==> src/rtl/gf8_mul_rr_sched.sv <==
// gf8_mul_rr_sched: round-robin arbiter sharing one GF(2^8) multiplier among
// NREQ valid/ready requesters. One registered result slot with backpressure;
// the winner's product and index are presented one cycle after acceptance.
module gf8_mul_rr_sched #(
    parameter int         NREQ = 4,
    parameter logic [7:0] POLY = 8'h1B,
    parameter int         IDW  = 2
) (
    input  logic              clk,
    input  logic              rst,
    input  logic [NREQ-1:0]   req_valid,
    output logic [NREQ-1:0]   req_ready,
    input  logic [NREQ*8-1:0] req_a,
    input  logic [NREQ*8-1:0] req_b,
    output logic              rsp_valid,
    input  logic              rsp_ready,
    output logic [7:0]        rsp_y,
    output logic [IDW-1:0]    rsp_id,
    output logic [15:0]       acc_cnt,
    output logic              busy
);

    typedef enum logic {
        EMPTY = 1'b0,
        FULL  = 1'b1
    } state_t;

    state_t              state_r;
    logic [IDW-1:0]      ptr_r;
    logic [IDW-1:0]      grant_s;
    logic [IDW:0]        sum_s;
    logic [IDW:0]        next_sum_s;
    logic [IDW-1:0]      next_ptr_s;
    logic                found_s;
    logic                can_accept_s;
    logic                accept_s;
    logic [2*NREQ-1:0]   dbl_s;
    logic [NREQ-1:0]     rot_s;
    logic [7:0]          win_a_s;
    logic [7:0]          win_b_s;

    // Carry-less 8x8 multiply followed by top-down reduction modulo x^8+POLY.
    function automatic logic [7:0] gf_mul(input logic [7:0] a, input logic [7:0] b);
        logic [14:0] p;
        p = 15'h0000;
        for (int i = 0; i < 8; i++) begin
            if (b[i]) begin
                p = p ^ (15'(a) << i);
            end else begin
                p = p;
            end
        end
        for (int k = 14; k >= 8; k--) begin
            if (p[k]) begin
                p = p ^ ((15'(POLY) << (k - 8)) | (15'h0001 << k));
            end else begin
                p = p;
            end
        end
        return p[7:0];
    endfunction

    // Rotate the request vector so index 0 is the pointer, pick the first set bit.
    always_comb begin
        dbl_s   = {req_valid, req_valid} >> ptr_r;
        rot_s   = dbl_s[NREQ-1:0];
        found_s = 1'b0;
        sum_s   = '0;
        for (int i = 0; i < NREQ; i++) begin
            if (!found_s && rot_s[i]) begin
                found_s = 1'b1;
                sum_s   = {1'b0, ptr_r} + (IDW+1)'(i);
            end else begin
                found_s = found_s;
            end
        end
        if (sum_s >= (IDW+1)'(NREQ)) begin
            sum_s = sum_s - (IDW+1)'(NREQ);
        end else begin
            sum_s = sum_s;
        end
        grant_s = sum_s[IDW-1:0];
    end

    // Pointer advance past the winner, wrapping modulo NREQ.
    always_comb begin
        next_sum_s = {1'b0, grant_s} + {{IDW{1'b0}}, 1'b1};
        if (next_sum_s >= (IDW+1)'(NREQ)) begin
            next_sum_s = '0;
        end else begin
            next_sum_s = next_sum_s;
        end
        next_ptr_s = next_sum_s[IDW-1:0];
    end

    // Handshake: only the winner sees ready, and only when the slot can take data.
    always_comb begin
        can_accept_s = (state_r == EMPTY) || rsp_ready;
        accept_s     = found_s && can_accept_s && !rst;
        req_ready    = '0;
        for (int i = 0; i < NREQ; i++) begin
            if (accept_s && (grant_s == IDW'(i))) begin
                req_ready[i] = 1'b1;
            end else begin
                req_ready[i] = 1'b0;
            end
        end
    end

    // Operand mux selecting the winner's A/B pair.
    always_comb begin
        win_a_s = 8'h00;
        win_b_s = 8'h00;
        for (int i = 0; i < NREQ; i++) begin
            if (grant_s == IDW'(i)) begin
                win_a_s = req_a[i*8 +: 8];
                win_b_s = req_b[i*8 +: 8];
            end else begin
                win_a_s = win_a_s;
                win_b_s = win_b_s;
            end
        end
    end

    // Output slot FSM plus result, pointer and accept counter registers.
    always_ff @(posedge clk) begin
        if (rst) begin
            state_r <= EMPTY;
            rsp_y   <= 8'h00;
            rsp_id  <= '0;
            acc_cnt <= 16'h0000;
            ptr_r   <= '0;
        end else begin
            case (state_r)
                EMPTY:   state_r <= accept_s ? FULL : EMPTY;
                FULL:    state_r <= (rsp_ready && !accept_s) ? EMPTY : FULL;
                default: state_r <= EMPTY;
            endcase
            if (accept_s) begin
                rsp_y   <= gf_mul(win_a_s, win_b_s);
                rsp_id  <= grant_s;
                ptr_r   <= next_ptr_s;
                acc_cnt <= acc_cnt + 16'h0001;
            end
        end
    end

    assign rsp_valid = (state_r == FULL);
    assign busy      = rsp_valid | (|req_valid);

endmodule

==> config.mk <==
export PLATFORM = sky130hd
export DESIGN_NAME = gf8_mul_rr_sched
export DESIGN_NICKNAME = d
export VERILOG_FILES = /design/src/rtl/gf8_mul_rr_sched.sv
export SDC_FILE = /design/constraint.sdc
export NUM_CORES = 1
export LEC_CHECK = 0
export CORE_UTILIZATION = 46
export CTS_CLUSTER_DIAMETER = 200
export DETAILED_ROUTE_END_ITERATION = 8
export MAX_ROUTING_LAYER = met4
export PLACE_DENSITY = 0.83
export SYNTH_ARGS = -nofsm -noshare
export SYNTH_HDL_FRONTEND = slang
export SYNTH_SLANG_ARGS = --single-unit
==> constraint.sdc <==
create_clock -name clk -period 4.5 [get_ports clk]
set_input_delay 0.675 -clock clk [delete_from_list [all_inputs] [get_ports clk]]
set_output_delay 0.675 -clock clk [all_outputs]
set_load 0.1 [all_outputs]
==> out/qor.yml, run 1 <==
status: "complete, no violations"
wl_per_cell_um: 15.03
avgSynthCellArea_um2: 7.625
ant_nets: 0
p_leak_nw: 1.742
track_usage_pct: 28.32
yosys.area_share.simple_pct: 24.16
worst_pin_slew_ps: 996.7
critPathMaxStageDelay_ps: 480
cts_tree: "done"
insertion_delay_ps: 280
nNetsFinal: 594
slew_violations: 0
clock_skew_ps: 3.400
syn_inst: 381
power.share.clock_pct: 8.3
gp_congestion: 0.9356
vias_per_cell: 5.529
regToRegSetupSlack_ps: 610
portBuffers: 102
critPathMaxFanout: 11
fin_crit_sh_pct: 94.51
r2r_end: "rsp_y[4]"
grt_max_degree: 32
synth.distinct_cells: 60
routed.top_layer: "met4"
ys_top_cells_by_area: "dfxtp_1, xnor2_1, nand2_1, xor2_1, nor2_1"
crit_chain: "clkdlybuf4s50_1 > mux2i_1 > nor2_1 > a311oi_1 > buf_4 > inv_1 > ha_1 > or2_4 > buf_4 > a221oi_1 > nor2_2 > buf_12 > xor2_1 > o2bb2ai_1 > a31oi_1 > xnor2_1 > xnor2_1 > xnor3_1 > a211oi_2"
pre_cts_ws_ps: -115.2
synth-seq-area-share_pct: 19.98
endpoint: "rsp_y[4]"
synthAdderAreaFrac_pct: 2.153
synth-xor-area-share_pct: 26.31
die_area_um2: 6637
irDropWorstVdd_uv: 750.5
synth_compound_area_share_pct: 20.76
clkTransAtPathRegs_ps: 60
synth_flop_cell: "dfxtp_1"
dp_hpwl_mm: 7.123
synth_seq_cells: 29
dr.pass1.iters: 4
reg2reg_depth: 18
synth-async-reset-ratio_pct: 0
synth_mux_area_share_pct: 1.593
period_needed_ps: 4253
combPwrFrac_pct: 81.8
p_int_mw: 1.841
synth_top_family_by_area: "XOR/XNOR gates"
synth_area_leader_cell: "dfxtp_1"
drtIter0Drc: 120
cp-end-kind: "flip-flop"
critPathLaunchType: "input pin"
row_count: 28
hold_path_class: "reg2reg"
netlist_area_um2: 2905
grt_pass1_wl_mm: 14.05
area_growth_pct: 54.05
synth.net_count: 457
synth_edf_count: 0
drive_gt1_share_pct: 18.11
die_y_um: 81.47
finalSetupViolations: 0
relSlewSlack_pct: 33.35
swShare_pct: 44.39
max-cap-violations: 0
synth_common_cells: "nand2_1, xnor2_1, nor2_1, dfxtp_1, xor2_1"
seqPwrFrac_pct: 9.9
met3_length_um: 446
crit_start: "req_valid[0]"
synth.most_common_cell: "nand2_1"
cts.sinks: 29
cts_htree_levels: 2
die_w_um: 81.47
ios: 103
p_sw_mw: 1.470
fmax_mhz: 235.1
cpMaxStageDelayCell: "clkdlybuf4s50_1"
cp_data_arrival_time_ps: 4460
crit-reg2reg-launch: "ptr_r[1]"
grt-ovfl-total: 0
diodes: 0
cts_buffer_depth: 2
criticalPathCategory: "in2reg"
core_area_um2: 5991
finalWorstSetupSlack_ps: 246.9
grt_pass1_vias: 3172
cts_buffers: 5
finalHoldViolCount: 0
drc_errors: 0
vias: 3284
drt_wl_total_mm: 8.927
yosysWarnings: 0
required_ps: 4700
power_density_nw_per_um2: 739.7
initial_utilization_pct: 48.50
cts-root-buf: "clkbuf_8"
synth_top_area_share_pct: 19.98
final.setup.tns_ps: 0
wl_met2_mm: 4.781
grt_antenna_before_repair: 0
met1_length_mm: 3.418
## per-layer routing
layer  up-vias  GRT usage (%)
met5         -              -
met4         0          12.86
met3        25          3.667
met2       131          54.25
met1      1526          28.13
li1       1602              -
## layout by cell type (no fill, tap or decap), drive strengths merged, types with 5 or more instances in the layout
cell,instances
o21ai,9
nand3,8
xnor2,53
ha,5
nand2,73
xor2,21
a211oi,5
and2,7
clkbuf,7
clkdlybuf4s50,98
nor2,41
nand2b,6
a221oi,12
dfxtp,29
buf,54
a21oi,20
o22ai,16
inv,5
## worst min path at each step
stage / startpoint / end / cells past startpoint
2_1_floorplan: ptr_r[0] / ptr_r[0] / 2
6_report: rsp_y[6] / rsp_y[6] / 2
3_3_place_gp: rsp_y[7] / rsp_y[7] / 2
3_5_place_dp: rsp_y[6] / rsp_y[6] / 2
4_1_cts: rsp_y[6] / rsp_y[6] / 2
5_1_grt: rsp_y[6] / rsp_y[6] / 2
## metrics by stage
stage                     power, mW  instance area (um^2)  util [%]  hold slack [ps]  instances
after detailed placement      2.937                  4293     71.66            445.6        585
after CTS                     3.228                  4409     73.60            453.6        593
after floorplan               2.293                  2910         -            481.1        381
after global placement        2.861                  4293     71.66            437.9        585
after global routing          3.531                  4476     74.71            477.4        594
final                         3.311                  4476     74.71            454.7        594
## power by group through the flow
stage / clock network [mW] / registers (mW) / logic [mW]
after global routing: 0.294 / 0.331 / 2.91
after detailed placement: 0 / 0.333 / 2.60
after CTS: 0.282 / 0.327 / 2.62
final: 0.276 / 0.326 / 2.71
after floorplan: 0 / 0.561 / 1.73
after global placement: 0 / 0.330 / 2.53
## repair_timing
item,CTS,global route
endpoints found under the setup margin,0,8
hold buffers,0,0
resized for setup,0,11
setup buffers,0,1
## area by class of cell
cell class / instances / area [um^2]
Clock buffer: 7 / 86.33
Clock inverter: 1 / 30.03
Fill cell: 431 / 1515
Inverter: 5 / 18.77
Multi-Input combinational cell: 325 / 2238
Sequential cell: 29 / 580.6
Tap cell: 75 / 93.84
Timing Repair Buffer: 152 / 1428
## critical path: cells and delay by family
family | cells | cell delay, ps
buf+inv | 5 | 1060
compound gates | 5 | 1050
xor+xnor | 4 | 810
simple gates | 3 | 500
fa+ha+maj | 1 | 220
mux | 1 | 150
## state kept, by name, indices dropped and copies added, names as in the netlist
name       count
rsp_valid      1
acc_cnt       16
rsp_id         2
ptr_r          2
rsp_y          8
## kinds of logic after synthesis
kind of cell	Yosys count
and+or+nand+nor	156
AOI/OAI and AO/OA	82
xor gates and xnor gates	78
DFF	29
buffers and inverters	27
adders and majority gates	5
muxes	4
Power figures use the tool's default switching activity.
==> run 2: changes to the inputs <==
- CORE_UTILIZATION: 46 -> 55
- DONT_BUFFER_PORTS: not set -> 1
- PLACE_DENSITY: 0.83 -> 0.71
==> run 2 against run 1 <==
- clock-buffer cell count is 2 lower
- via count decreased by 17%
- worst hold slack gained 5.4 ps
- setup slack gained 28 ps
- global-route usage fell by 1.2 points
- highest routed layer unchanged
==> out/qor.yml, run 2 (synthesis gave the netlist of run 1 again) <==
status: "complete, no violations"
ios: 103
critPathLaunchType: "flip-flop"
hold_path_class: "in2reg"
drt_wl_total_mm: 7.053
grt_pass1_wl_mm: 11.37
clock_skew_ps: 5.826
nNetsFinal: 465
vias: 2738
max-cap-violations: 0
dpl-instance-area_um2: 3034
cts_htree_levels: 2
criticalPathCategory: "reg2reg"
largest_register_ffs: 16
grt_antenna_before_repair: 0
wl_per_cell_um: 15.33
gp_congestion: 0.9559
cts_tree: "done"
final.setup.tns_ps: 0
final_cell_area_um2: 3169
dr.pass1.iters: 4
cts.sinks: 29
drive_gt1_share_pct: 15.64
multiInputGateArea_um2: 2223
drtIter0Drc: 156
cts-root-buf: "clkbuf_8"
die_y_um: 74.68
area_growth_pct: 9.087
grt_max_degree: 32
core_area_um2: 5107
cp_data_arrival_time_ps: 4420
critPathMaxFanout: 10
cts_buffers: 5
instances_no_fill: 460
fillers: 461
fmax_mhz: 236.7
regArea_um2: 580.6
finalHoldViolCount: 0
final_common_cell: "nand2_1"
finalSetupViolations: 0
final_cell_mix: "nand2_1, xnor2_1, nor2_1"
die_area_um2: 5577
period_needed_ps: 4225
critPathMaxStageDelay_ps: 470
cp-end-kind: "flip-flop"
ant_nets: 0
portBuffers: 0
cp_common_cell: "buf_4"
cpMaxStageDelayCell: "xnor3_1"
insertion_delay_ps: 270
top_regs: "acc_cnt x16, rsp_y x8"
diodes: 0
power_density_nw_per_um2: 885.7
drc_errors: 0
worst_pin_slew_ps: 1106
slew_violations: 0
cts_buffer_depth: 2
path_buf_inv: 4
worst_path_dominant_cell_family: "compound AO/OA/AOI/OAI gates"
relSlewSlack_pct: 26.18
initial_utilization_pct: 56.88
clkTransAtPathRegs_ps: 60
required_ps: 4700
largest-register: "acc_cnt"
grt-ovfl-total: 0
p_leak_nw: 1.185
fin_total_pwr_mw: 2.807
hold_buffers: 0
irDropWorstVdd_uv: 543.6
vias_per_cell: 5.952
grt_pass1_vias: 2548
track_usage_pct: 27.11
dp_cells: 450
dp_hpwl_mm: 5.392
die_w_um: 74.68
row_count: 26
fin_crit_sh_pct: 93.89
crit_chain: "mux2i_1 > nor2_1 > a311oi_1 > buf_4 > inv_1 > ha_1 > buf_4 > nand2b_1 > buf_4 > o22a_1 > nand2_1 > o21a_1 > o311a_1 > a22oi_1 > xnor2_2 > xnor3_1 > a211oi_2"
## run 2: metrics by stage
| step | hold WS, ps | worst slack [ps] | util [%] |
|---|---|---|---|
| after floorplan | 481.1 | 335.1 | - |
| after global placement | 511.7 | 87.06 | 59.41 |
| after detailed placement | 530.9 | -20.83 | 59.41 |
| after CTS | 453.6 | 118.1 | 61.10 |
| after global routing | 446.1 | -20.26 | 62.05 |
| final | 460.1 | 274.9 | 62.05 |
## run 2: worst paths after layout
| kind | slack, ps | cells after the start | endpoint | from |
|---|---|---|---|---|
| setup / recovery | 270 | 17 | rsp_y[4] | ptr_r[1] |
| hold / removal | 460 | 1 | rsp_valid | rst |
| hold reg to reg | 540 | 2 | ptr_r[0] | ptr_r[0] |
| setup reg to reg | 270 | 17 | rsp_y[4] | ptr_r[1] |
## run 2: area by class of cell
type | count | share of cell area, %
Multi-Input combinational cell | 325 | 70.15
Sequential cell | 29 | 18.32
Timing Repair Buffer | 23 | 5.448
Tap cell | 70 | 2.764
Clock buffer | 5 | 2.171
Inverter | 5 | 0.5922
Clock inverter | 3 | 0.5527
## run 2: repair_timing
item	4_1_cts	5_1_grt
setup endpoints to repair	0	4
buffers inserted	0	2
gates resized for setup	0	8
## run 2: report_power, final
group	switching, mW	internal (mW)
combinational	0.988	1.05
sequential	0.264	0.302
clock	0.0965	0.106
total	1.35	1.46
## run 2: per-layer routing
metal | part of all wire, % | global-route usage, % | vias up
met2 | 49 | 46.95 | 125
met1 | 41 | 30.70 | 1259
met5 | 0 | - | -
met4 | 2.4 | 11.53 | 0
met3 | 7.1 | 4.685 | 16
li1 | - | - | 1338
## run 2: worst reg2reg max path, stage by stage, from the launching register on
cell and delay (ps):
dfxtp_1 430, mux2i_1 210, nor2_1 60, a311oi_1 270, buf_4 190, inv_1 60
ha_1 220, buf_4 150, nand2b_1 190, buf_4 220, o22a_1 150, nand2_1 170
o21a_1 230, o311a_1 330, a22oi_1 370, xnor2_2 220, xnor3_1 470, a211oi_2 210
